## config.mk

```make
export PLATFORM = sky130hd
export DESIGN_NAME = wb_timer_sched_flat
export DESIGN_NICKNAME = d
export VERILOG_FILES = /design/src/rtl/wb_timer_sched_if.sv /design/src/rtl/wb_timer_sched.sv /design/src/flat_wrapper.sv
export SDC_FILE = /design/constraint.sdc
export NUM_CORES = 1
export LEC_CHECK = 0
export ABC_CLOCK_PERIOD_IN_PS = 23200
export BUFFER_PORTS_ARGS = -buffer_cell sky130_fd_sc_hd__buf_4
export CORE_MARGIN = 2
export CORE_UTILIZATION = 60
export CTS_BUF_LIST = sky130_fd_sc_hd__clkbuf_4
export CTS_CLUSTER_DIAMETER = 30
export CTS_CLUSTER_SIZE = 8
export DETAILED_ROUTE_END_ITERATION = 7
export PLACE_DENSITY_LB_ADDON = 0.15
export SLEW_MARGIN = 20
export SYNTH_ARGS = -nofsm -noshare
export SYNTH_HDL_FRONTEND = slang
export SYNTH_SLANG_ARGS = --single-unit
```

## constraint.sdc

```tcl
create_clock -name clk -period 23.2 [get_ports clk]
set_input_delay 3.48 -clock clk [delete_from_list [all_inputs] [get_ports clk]]
set_output_delay 3.48 -clock clk [all_outputs]
set_load 0.005 [all_outputs]
```

## src/rtl/wb_timer_sched_if.sv

```systemverilog
// ----------------------------------------------------------------------------
// wb_timer_sched_if
//   Wishbone classic slave bus bundle for the timeout scheduler.
//   Signal names keep the Wishbone _i/_o suffixes as seen from the slave.
//
//   wb_stb_i  strobe              (master -> slave)
//   wb_cyc_i  cycle               (master -> slave)
//   wb_we_i   write enable        (master -> slave)
//   wb_adr_i  byte address [31:0] (master -> slave)
//   wb_sel_i  byte selects [3:0]  (master -> slave)
//   wb_dat_i  write data [31:0]   (master -> slave)
//   wb_ack_o  acknowledge         (slave -> master)
//   wb_dat_o  read data [31:0]    (slave -> master)
// ----------------------------------------------------------------------------
interface wb_timer_sched_if;
  logic        wb_stb_i;
  logic        wb_cyc_i;
  logic        wb_we_i;
  logic [31:0] wb_adr_i;
  logic [3:0]  wb_sel_i;
  logic [31:0] wb_dat_i;
  logic        wb_ack_o;
  logic [31:0] wb_dat_o;

  modport master (
    output wb_stb_i, wb_cyc_i, wb_we_i, wb_adr_i, wb_sel_i, wb_dat_i,
    input  wb_ack_o, wb_dat_o
  );

  modport slave (
    input  wb_stb_i, wb_cyc_i, wb_we_i, wb_adr_i, wb_sel_i, wb_dat_i,
    output wb_ack_o, wb_dat_o
  );
endinterface

```

## src/rtl/wb_timer_sched.sv

```systemverilog
// ----------------------------------------------------------------------------
// wb_timer_sched
//   Wishbone slave that multiplexes NSLOT software timeout slots onto one
//   shared free-running 32-bit tick counter (NOW). A round-robin scanner
//   checks one slot per clock against NOW, sets per-slot pending bits and
//   re-arms periodic slots. Pending bits gated by IRQMASK drive interrupts.
//
// Ports
//   clk    in   1      system clock
//   reset  in   1      synchronous, active-high reset
//   bus    slave       Wishbone bus (see wb_timer_sched_if)
//   intr   out  NSLOT  per-slot interrupt = PEND & IRQMASK
//   irq    out  1      registered OR of intr
//
// Register map (byte address [7:0], 32-bit accesses only)
//   0x00        NOW       read-only tick counter
//   0x04        PEND      write-1-to-clear pending bits
//   0x08        IRQMASK   bits NSLOT-1:0
//   0x10+16*i   CTRLi     {30'b0, PERIODIC, EN}
//   0x14+16*i   DEADLINEi
//   0x18+16*i   PERIODi
//   Anything else reads 0 and ignores writes.
// ----------------------------------------------------------------------------
module wb_timer_sched #(
  parameter int unsigned clk_freq = 50000000,
  parameter int unsigned tick_hz  = 1000000,
  parameter int unsigned NSLOT    = 4
) (
  input  logic             clk,
  input  logic             reset,
  wb_timer_sched_if.slave  bus,
  output logic [NSLOT-1:0] intr,
  output logic             irq
);

  localparam int unsigned DIV = clk_freq / tick_hz;
  localparam int PW = (DIV > 1) ? $clog2(DIV) : 1;
  localparam int SW = (NSLOT > 1) ? $clog2(NSLOT) : 1;
  localparam logic [PW-1:0] PRESC_MAX = PW'(DIV - 1);
  localparam logic [SW-1:0] SCAN_MAX  = SW'(NSLOT - 1);
  localparam logic [3:0]    SLOT_LAST = 4'(NSLOT);

  // Time base
  logic [PW-1:0]    r_presc;
  logic [31:0]      r_now;

  // Slot state
  logic             r_en       [NSLOT];
  logic             r_periodic [NSLOT];
  logic [31:0]      r_deadline [NSLOT];
  logic [31:0]      r_period   [NSLOT];
  logic [NSLOT-1:0] r_pend;
  logic [NSLOT-1:0] r_irqmask;
  logic [SW-1:0]    r_scan;

  // Bus side
  logic             r_ack;
  logic [31:0]      r_dat_o;
  logic             r_irq;

  // --------------------------------------------------------------------------
  // Address decode
  // --------------------------------------------------------------------------
  logic [7:0]  w_a;
  logic        w_acc;
  logic        w_wr;
  logic        w_slot_ok;
  logic [3:0]  w_slot_idx4;
  logic [SW-1:0] w_slot;
  logic [1:0]  w_sub;

  assign w_a         = bus.wb_adr_i[7:0];
  // A new access is taken only while no ack is outstanding, which yields
  // exactly one wait state and alternating ack on held strobes.
  assign w_acc       = bus.wb_stb_i & bus.wb_cyc_i & ~r_ack;
  assign w_wr        = w_acc & bus.wb_we_i;
  assign w_slot_idx4 = w_a[7:4] - 4'd1;
  assign w_slot      = w_slot_idx4[SW-1:0];
  assign w_sub       = w_a[3:2];
  assign w_slot_ok   = (w_a[7:4] != 4'd0) && (w_a[7:4] <= SLOT_LAST) &&
                       (w_sub != 2'd3) && (w_a[1:0] == 2'd0);

  // --------------------------------------------------------------------------
  // Scanner: one slot per cycle. The signed view of NOW - DEADLINE makes a
  // deadline up to 2^31-1 ticks ahead compare correctly across NOW wrap.
  // --------------------------------------------------------------------------
  logic [31:0]      w_diff;
  logic             w_hit;
  logic             w_rearm;
  logic             w_bus_owns_slot;
  logic [NSLOT-1:0] w_hit_mask;
  logic [NSLOT-1:0] w_clr_mask;
  logic [NSLOT-1:0] w_pend_next;

  assign w_diff  = r_now - r_deadline[r_scan];
  assign w_hit   = r_en[r_scan] & ~w_diff[31];
  assign w_rearm = r_periodic[r_scan] && (r_period[r_scan] != 32'd0);
  // A bus write to any register of the slot being scanned overrides the
  // expiry side effects; only the pending bit still records the event.
  assign w_bus_owns_slot = w_wr && w_slot_ok && (w_slot == r_scan);

  // NOTE: every signal assigned in always_comb gets a default first, so no
  // path leaves it unassigned and no latch is inferred.
  always_comb begin
    w_hit_mask = '0;
    for (int i = 0; i < int'(NSLOT); i++) begin
      w_hit_mask[i] = w_hit && (r_scan == SW'(i));
    end
  end

  assign w_clr_mask  = (w_wr && (w_a == 8'h04)) ? bus.wb_dat_i[NSLOT-1:0] : '0;
  // Set has priority over a simultaneous write-1-clear of the same bit.
  assign w_pend_next = (r_pend & ~w_clr_mask) | w_hit_mask;

  // --------------------------------------------------------------------------
  // Read mux
  // --------------------------------------------------------------------------
  logic [31:0] w_rdata;

  always_comb begin
    w_rdata = 32'd0;
    if (w_a == 8'h00) begin
      w_rdata = r_now;
    end else if (w_a == 8'h04) begin
      w_rdata = 32'(r_pend);
    end else if (w_a == 8'h08) begin
      w_rdata = 32'(r_irqmask);
    end else if (w_slot_ok) begin
      case (w_sub)
        2'd0:    w_rdata = {30'd0, r_periodic[w_slot], r_en[w_slot]};
        2'd1:    w_rdata = r_deadline[w_slot];
        2'd2:    w_rdata = r_period[w_slot];
        default: w_rdata = 32'd0;
      endcase
    end
  end

  // --------------------------------------------------------------------------
  // State
  // --------------------------------------------------------------------------
  // NOTE: sequential state uses non-blocking assignments only, so every flop
  // samples pre-edge values regardless of statement order; later statements
  // in this block intentionally override earlier ones (bus beats scanner).
  always_ff @(posedge clk) begin
    if (reset) begin
      r_presc   <= '0;
      r_now     <= 32'd0;
      r_scan    <= '0;
      r_pend    <= '0;
      r_irqmask <= '0;
      r_ack     <= 1'b0;
      r_dat_o   <= 32'd0;
      r_irq     <= 1'b0;
      // NOTE: the slot arrays are a handful of flops, not a RAM macro, so
      // they take the reset like any other register.
      for (int i = 0; i < int'(NSLOT); i++) begin
        r_en[i]       <= 1'b0;
        r_periodic[i] <= 1'b0;
        r_deadline[i] <= 32'd0;
        r_period[i]   <= 32'd0;
      end
    end else begin
      if (r_presc == PRESC_MAX) begin
        r_presc <= '0;
        r_now   <= r_now + 32'd1;
      end else begin
        r_presc <= r_presc + PW'(1);
      end

      r_scan <= (r_scan == SCAN_MAX) ? '0 : r_scan + SW'(1);

      r_ack <= w_acc;
      if (w_acc) begin
        r_dat_o <= w_rdata;
      end

      r_pend <= w_pend_next;
      r_irq  <= |(r_pend & r_irqmask);

      if (w_hit && !w_bus_owns_slot) begin
        if (w_rearm) begin
          r_deadline[r_scan] <= r_deadline[r_scan] + r_period[r_scan];
        end else begin
          r_en[r_scan] <= 1'b0;
        end
      end

      if (w_wr) begin
        if (w_a == 8'h08) begin
          r_irqmask <= bus.wb_dat_i[NSLOT-1:0];
        end
        if (w_slot_ok) begin
          case (w_sub)
            2'd0: begin
              r_en[w_slot]       <= bus.wb_dat_i[0];
              r_periodic[w_slot] <= bus.wb_dat_i[1];
            end
            2'd1:    r_deadline[w_slot] <= bus.wb_dat_i;
            2'd2:    r_period[w_slot]   <= bus.wb_dat_i;
            default: ;
          endcase
        end
      end
    end
  end

  assign bus.wb_ack_o = bus.wb_stb_i & bus.wb_cyc_i & r_ack;
  assign bus.wb_dat_o = r_dat_o;
  assign intr         = r_pend & r_irqmask;
  assign irq          = r_irq;

  // Address bits above the decoded byte, byte selects and the spare slot
  // index bit carry no meaning here.
  logic w_unused;
  assign w_unused = ^{bus.wb_adr_i[31:8], bus.wb_sel_i, w_slot_idx4};

endmodule

```

## src/flat_wrapper.sv

```systemverilog
// flat-port wrapper written by rule: the top's interface ports become plain ports
module wb_timer_sched_flat 
#(
  parameter int unsigned clk_freq = 50000000,
  parameter int unsigned tick_hz  = 1000000,
  parameter int unsigned NSLOT    = 4
)
  (clk, reset, intr, irq, bus_wb_stb_i, bus_wb_cyc_i, bus_wb_we_i, bus_wb_adr_i, bus_wb_sel_i, bus_wb_dat_i, bus_wb_ack_o, bus_wb_dat_o);
  wb_timer_sched_if bus_i ();
  input  logic clk;
  input  logic reset;
  output logic [NSLOT-1:0] intr;
  output logic irq;
  input wire logic [$bits(bus_i.wb_stb_i)-1:0] bus_wb_stb_i;
  input wire logic [$bits(bus_i.wb_cyc_i)-1:0] bus_wb_cyc_i;
  input wire logic [$bits(bus_i.wb_we_i)-1:0] bus_wb_we_i;
  input wire logic [$bits(bus_i.wb_adr_i)-1:0] bus_wb_adr_i;
  input wire logic [$bits(bus_i.wb_sel_i)-1:0] bus_wb_sel_i;
  input wire logic [$bits(bus_i.wb_dat_i)-1:0] bus_wb_dat_i;
  output wire logic [$bits(bus_i.wb_ack_o)-1:0] bus_wb_ack_o;
  output wire logic [$bits(bus_i.wb_dat_o)-1:0] bus_wb_dat_o;
  assign bus_i.wb_stb_i = bus_wb_stb_i;
  assign bus_i.wb_cyc_i = bus_wb_cyc_i;
  assign bus_i.wb_we_i = bus_wb_we_i;
  assign bus_i.wb_adr_i = bus_wb_adr_i;
  assign bus_i.wb_sel_i = bus_wb_sel_i;
  assign bus_i.wb_dat_i = bus_wb_dat_i;
  assign bus_wb_ack_o = bus_i.wb_ack_o;
  assign bus_wb_dat_o = bus_i.wb_dat_o;
  wb_timer_sched #(.clk_freq(clk_freq), .tick_hz(tick_hz), .NSLOT(NSLOT)) u_core (.clk(clk), .reset(reset), .bus(bus_i), .intr(intr), .irq(irq));
endmodule
```

==> impl_results.md, run 1 <==
- Port-buffer cells: 82
- EDFF count, synth: about 260
- Mean post-synth cell area: 12.3 um^2
- Slew margin rel.: 0.258
- Worst-path clk slew: around 0.090 ns
- R2R Setup Slk: ~17 ns
- Pleak: about 8.5 nW
- DR pass1 iterations: 7
- GRT Total Usage: 0.321
- Asr flop ratio synth: 0
- Critical Path Sink Type: flip-flop
- Final Wtd Congestion: between 0.9 and 1
- Min Tclk post-route: roughly 7.7 ns
- Distinct cells, synth: 65
- Sequential element share of the synthesized area: 0.475
- Hold_buf cts: 0
- Total gr overflow: 0
- Share of cells above drive strength 1: 0.240
- Post-DP HPWL: roughly 36 mm
- Clk buf depth: 3
- Vias in the first global route: 14,754
- WHS Path Cells: 1
- Main combinational cell family by area after synthesis: multiplexers
- DRC violation count after routing: 0
- PnR worst setup slack: approximately 15 ns
- Compound-Gate Fraction of Synth Area: 0.139
- Outcome: completed
- Max frequency: approximately 130 MHz
- Final worst path period share: 0.333
- Initial Utilization: 0.606
- IO Pins: roughly 110
- Syn_nets: around 1,800
- Commonest non-fill, non-tap cell in the layout: edfxtp_1
- Via density: a little under 7
- Root Driver: clkbuf_4
- TritonCTS clock tree: done
- Hold path start: u_core.r_presc[0]$_SDFF_PP0_
- Fin. Hold Viols: 0
- Setup crit start kind: input pin
- Most frequent cells in the layout: edfxtp_1 (264), and2_1 (136), mux4_2 (131)
- Mapped Cells: ~1,600
- Latest clock arrival within the worst-skew pair: 0.76 ns
- Number of DRC markers in iteration 0: 1,662
- Final Max Tran Viols: 0
- DIE WIDTH: 187 um
- First-pass GRT wire length: approximately 85 mm
- Int Pwr: 0.00112 W
- Total Nets Final: 1,858
- Multiplexer share of the synthesized area: 0.153
- Num CTS Buffers: 73
- VDD IR-drop max: between 0.05 and 0.06 mV
- Clock sinks: around 350
- Tot Pwr: 0.00161 W
- Worst r2r dst: u_core.r_deadline[0][17]$_DFFE_PP_
- Min-delay worst type: flip-flop to flip-flop
- Combinational fraction of design power: 0.219
- Largest net degree at the start of global routing: between 80 and 90
- Net Sw Power: approximately 0.00049 W
- Vias: roughly 15,000
- Layout Utilization: 0.671
- Register area: approximately 0.0096 mm^2
- Post CTS Setup Buffer Count: 0
- Main synth FF type: edfxtp_1
- Worst Skew: 0.0538 ns
- Reg2Reg Launch Point: u_core.r_scan[0]$_SDFF_PP0_
- Adder-cell area share of the yosys netlist: 0.0463
- Layout area overhead: 10.8%
- Simple-Gate Fraction of Synth Area: 0.124
- Multi-input combinational cell area: around 0.01 mm^2
- Worst Hold End: u_core.r_presc[0]$_SDFF_PP0_
- RSZ-0062 raised after global routing: false
- Crit path arrival time: approximately 8.3 ns
- Critical path class: input pin to flip-flop
- Reg2reg path depth: 13
- # Max-Cap Violations: 0
- Worst slew pin tran: 1.11 ns
- Sequential power share: 0.439
- Worst EP required: ~24 ns
- H-Tree Depth: 3
- Synth Warn #: 0
- Critical-path maximum fanout: 36
- Post-Synthesis Cell Area: approximately 0.020 mm^2
- Sw frac: 0.302
- Per-cell routed wire length: roughly 25 um
- Die ar.: between 0.03 and 0.04 mm^2
- Clock share of power: 0.342
- Yosys reg bits: about 350
- Final Setup Violations: 0
- Post-cts resize count: 0
- Placement Rows: 67
- P per Cell Area: 72.1 mW/mm^2
- Initial antenna violation count: 3
- WL final: ~56 mm
- TNS Setup: 0 ns
- Chip height: between 150 and 200 um
- Xor and xnor area share after synthesis: 0.0287
- # fillers: around 2,500
- DP Worst Slack: approximately 15 ns
- Routed Antenna Nets: 0
- Placeable Area: approximately 0.033 mm^2
[power by group through the flow]
stage	registers, W	clock network, W	logic, W
detailed placement	0.000721	0	0.000343
floorplan	0.000712	0	0.000250
CTS	0.000707	0.000554	0.000345
global placement	0.000719	0	0.000336
finish	0.000707	0.000550	0.000353
global route	0.000710	0.000586	0.000379
[registers in the layout, summed over array words and instances (netlist names)]
| register | cells |
|---|---|
| u_core.bus.wb_dat_o | 32 |
| u_core.irq | 1 |
| u_core.r_ack | 1 |
| u_core.r_deadline | 128 |
| u_core.r_en | 4 |
| u_core.r_irqmask | 4 |
| u_core.r_now | 32 |
| u_core.r_pend | 4 |
| u_core.r_period | 128 |
| u_core.r_periodic | 4 |
| u_core.r_presc | 6 |
| u_core.r_scan | 2 |
[cell usage after synthesis (all sizes together) (4+ instances only)]
master / number / area share
or2: 5 / 0.0016
a221o: 4 / 0.0020
a32oi: 4 / 0.0017
edfxtp: 264 / 0.39
dfxtp: 82 / 0.081
nand3: 24 / 0.0060
or3: 5 / 0.0018
nand2: 99 / 0.018
o21ai: 45 / 0.015
a31o: 16 / 0.0069
o31ai: 9 / 0.0034
nor2: 111 / 0.021
o211ai: 4 / 0.0015
nand2b: 4 / 0.0012
clkbuf: 79 / 0.015
o21bai: 6 / 0.0022
or4: 4 / 0.0015
mux2i: 10 / 0.0050
buf: 38 / 0.010
o21a: 5 / 0.0019
a211oi: 41 / 0.016
and4: 4 / 0.0017
a22o: 121 / 0.053
a22oi: 33 / 0.012
xor2: 36 / 0.016
xnor2: 30 / 0.013
and3: 30 / 0.0093
nor3: 14 / 0.0035
ha: 73 / 0.045
a21oi: 32 / 0.0079
nor4: 14 / 0.0043
inv: 48 / 0.0089
a21o: 25 / 0.0093
mux4: 132 / 0.15
nand4: 18 / 0.0056
and2: 137 / 0.043
nor2b: 7 / 0.0022
[layer usage]
metal | track usage | part of all wire | vias to the layer above
met5 | 0 | 0 | -
met4 | 0.124 | 0.033 | 0
met3 | 0.100 | 0.13 | 140
met2 | 0.492 | 0.45 | 921
met1 | 0.430 | 0.39 | 7372
li1 | - | - | 6572
[kinds of logic after synthesis]
kind of cell    after synthesis
mux                         143
xor+xnor                     66
simple gates                486
fa+ha+maj                    74
flops                       346
compound gates              363
buf+inv                     165
[how the worst max path moves through the flow]
stage                    start  slack, ns                                 end  cells past startpoint
2_1_floorplan  bus_wb_adr_i[4]      13.13   u_core.r_deadline[3][0]$_DFFE_PP_                     11
6_report       bus_wb_adr_i[4]      15.46   u_core.r_deadline[0][4]$_DFFE_PP_                     15
5_1_grt        bus_wb_adr_i[4]      15.30   u_core.r_deadline[0][4]$_DFFE_PP_                     15
3_5_place_dp   bus_wb_adr_i[4]      14.87  u_core.r_deadline[0][14]$_DFFE_PP_                     15
3_3_place_gp   bus_wb_adr_i[4]      14.93   u_core.r_deadline[0][4]$_DFFE_PP_                     15
4_1_cts        bus_wb_adr_i[4]      15.62   u_core.r_deadline[0][4]$_DFFE_PP_                     15
[final cells by class]
class                      count  area share
tap                          448      0.0251
clock buffer                  95      0.0319
timing repair buffer         110      0.0379
multi-input combinational   1132       0.449
antenna                        3    0.000336
inverter                      48     0.00807
sequential                   346       0.429
clock inverter                34      0.0185
[stage by stage]
step | hold WS (ns) | cell area, um^2 | cells
after floorplan | 0.414 | 20200 | 1643
after global placement | 0.446 | 21200 | 2083
after detailed placement | 0.471 | 21200 | 2083
after CTS | 0.487 | 22300 | 2212
after global routing | 0.511 | 22300 | 2215
final | 0.479 | 22300 | 2216
[critical path, cell delays in order]
cell      delay, ns
buf_4          0.51
inv_1          0.36
ha_4           0.28
xor2_1         0.22
a211oi_4       0.04
buf_4          0.25
nand4_1        0.36
nor2_1         0.10
buf_4          0.24
and2_1         0.18
buf_4          0.31
or4_1          0.63
nor2_2         0.69
buf_4          0.44
a22o_1         0.19
Power figures use the tool's default switching activity.
==> run 2, diff against run 1 <==
--- a/config.mk
+++ b/config.mk
@@ -5,7 +5,7 @@
 export SDC_FILE = /design/constraint.sdc
 export NUM_CORES = 1
 export LEC_CHECK = 0
-export ABC_CLOCK_PERIOD_IN_PS = 23200
+export ABC_CLOCK_PERIOD_IN_PS = 7800
 export BUFFER_PORTS_ARGS = -buffer_cell sky130_fd_sc_hd__buf_4
 export CORE_MARGIN = 2
 export CORE_UTILIZATION = 60
==> constraint.sdc (replaced) <==
create_clock -name clk -period 7.8 [get_ports clk]
set_input_delay 1.17 -clock clk [delete_from_list [all_inputs] [get_ports clk]]
set_output_delay 1.17 -clock clk [all_outputs]
set_load 0.005 [all_outputs]
==> run 2 against run 1 <==
Final area grew 0.65%. Register-to-register slack lost 15 ns. Cell count grew 0.72%. Clock-buffer cell count shrank 3.
==> impl_results.md, run 2 (same netlist as run 1, synthesis figures left out) <==
- Post-DP HPWL: roughly 37 mm
- Commonest non-fill, non-tap cell in the layout: edfxtp_1
- # Max-Cap Violations: 0
- Vias in the first global route: approximately 15,000
- Worst Hold End: u_core.r_presc[0]$_SDFF_PP0_
- Post-cts resize count: 0
- Slew margin rel.: 0.229
- Final Max Tran Viols: 0
- Chip height: around 190 um
- DRC violation count after routing: 0
- Reg2Reg Launch Point: u_core.r_scan[0]$_SDFF_PP0_
- R2R Setup Slk: between 2 and 2.5 ns
- Most frequent cells in the layout: edfxtp_1 (264), and2_1 (135), mux4_2 (131)
- Hold_buf cts: 0
- DR pass1 iterations: 5
- Total Nets Final: 1,869
- DIE WIDTH: 187 um
- Latest clock arrival within the worst-skew pair: slightly below 0.8 ns
- Reg2reg path depth: 13
- RSZ-0062 raised after global routing: false
- GRT Total Usage: 0.329
- Multi-input combinational cell area: ~0.01 mm^2
- Final std cells w/o fill: about 2,200
- Critical path class: flip-flop to flip-flop
- Final Setup Violations: 0
- Worst-path clk slew: roughly 0.08 ns
- DP Cell Count: ~2,100
- Clk buf depth: 3
- Setup crit start kind: flip-flop
- Total gr overflow: 0
- Min-delay worst type: flip-flop to flip-flop
- TritonCTS clock tree: done
- Critical-path maximum fanout: 32
- Clock sinks: 346
- Placeable Area: around 0.033 mm^2
- Critical Path Sink Type: flip-flop
- Final Wtd Congestion: just over 0.9
- Final worst path period share: 0.742
- Outcome: completed
- Per-cell routed wire length: ~26 um
- Routed Antenna Nets: 0
- Num CTS Buffers: 79
- WHS Path Cells: 1
- H-Tree Depth: 3
- Worst EP required: 8.21 ns
- Vias: roughly 15,000
- Crit path arrival time: approximately 6.2 ns
- Layout area overhead: 11.5%
- Worst Skew: around 0.042 ns
- TNS Setup: 0 ns
- First-pass GRT wire length: between 80 and 90 mm
- Pleak: 8.66 nW
- Port-buffer cells: between 80 and 90
- Fin. Hold Viols: 0
- Die ar.: around 0.035 mm^2
- VDD IR-drop max: 0.132 mV
- P per Cell Area: roughly 220 mW/mm^2
- Number of DRC markers in iteration 0: roughly 1,700
- Largest net degree at the start of global routing: 94
- Root Driver: clkbuf_4
- # fillers: about 2,500
- Share of cells above drive strength 1: 0.245
- Via density: 6.78
- WL final: around 57 mm
- Register area: 0.00958 mm^2
- IO Pins: 111
- Placement Rows: between 60 and 70
- Hold path start: u_core.r_presc[0]$_SDFF_PP0_
- Initial antenna violation count: 2
- Initial Utilization: 0.606
- Biggest regs: u_core.r_deadline: 128 flops, u_core.r_period: 128 flops
- Post CTS Setup Buffer Count: 0
- Worst r2r dst: u_core.r_deadline[1][20]$_DFFE_PP_
- Max frequency: between 150 and 200 MHz
- Min Tclk post-route: slightly below 6 ns
- Worst slew pin tran: approximately 1.2 ns
==> run 2: cell count changes in the layout (fill, tap and decap cells not counted), moves of 3 or more <==
cell,delta
buf_4,+6
clkinv_2,+12
bufinv_16,+4
clkbuf_4,-3
clkinvlp_4,-4
clkinv_1,+5
clkinv_4,-3
==> run 2: worst max-delay path by stage <==
stage | start | to | slack (ns) | cells after the start
floorplan | u_core.r_scan[0]$_SDFF_PP0_ | u_core.r_deadline[2][0]$_DFFE_PP_ | 0.99 | 15
global placement | bus_wb_adr_i[4] | u_core.r_deadline[1][24]$_DFFE_PP_ | 2.00 | 14
detailed placement | bus_wb_adr_i[4] | u_core.r_deadline[1][21]$_DFFE_PP_ | 1.86 | 14
CTS | u_core.r_scan[0]$_SDFF_PP0_ | u_core.r_deadline[0][20]$_DFFE_PP_ | 1.99 | 13
global route | u_core.r_scan[0]$_SDFF_PP0_ | u_core.r_deadline[0][20]$_DFFE_PP_ | 1.76 | 13
finish | u_core.r_scan[0]$_SDFF_PP0_ | u_core.r_deadline[1][20]$_DFFE_PP_ | 2.01 | 13
==> run 2: through the flow <==
step           utilization  hold WS, ns  setup WS (ns)  total power (W)  area (um^2)
2_1_floorplan            -        0.414          0.992          0.00286        20200
3_3_place_gp         0.637        0.448           2.00          0.00314        21200
3_5_place_dp         0.637        0.461           1.86          0.00317        21200
4_1_cts              0.675        0.479           1.99          0.00496        22500
5_1_grt              0.675        0.522           1.76          0.00516        22500
6_report             0.675        0.478           2.01          0.00496        22500
==> run 2: final cells by class <==
cell class / instances / share of cell area
multi-input combinational: 1132 / 0.447
sequential: 346 / 0.426
timing repair buffer: 115 / 0.0384
clock buffer: 92 / 0.0307
clock inverter: 49 / 0.0250
tap: 448 / 0.0249
inverter: 48 / 0.00802
antenna: 2 / 0.000223
==> run 2: critical path: stages, from the launching register on <==
cell	delay (ns)
dfxtp_4	0.79
buf_4	0.57
mux4_2	0.63
inv_1	0.09
ha_1	0.25
a21o_1	0.18
a21o_1	0.17
a21oi_1	0.17
a21oi_1	0.11
a211o_1	0.33
mux2_4	0.42
or3_4	0.66
o21ai_4	0.52
buf_4	0.48
==> run 2: metal layers <==
layer | up-vias | global-route usage | part of all wire | wire (um)
met5 | - | 0 | 0 | 0
met4 | 0 | 0.147 | 0.037 | 2120
met3 | 142 | 0.119 | 0.13 | 7630
met2 | 956 | 0.500 | 0.45 | 25800
met1 | 7434 | 0.426 | 0.38 | 21800
li1 | 6595 | - | - | -
==> run 2: report_power, final <==
group	internal [W]	total (W)	switching, W
Sequential	0.00205	0.00211	0.0000643
Combinational	0.000406	0.00104	0.000638
Clock	0.00101	0.00181	0.000791
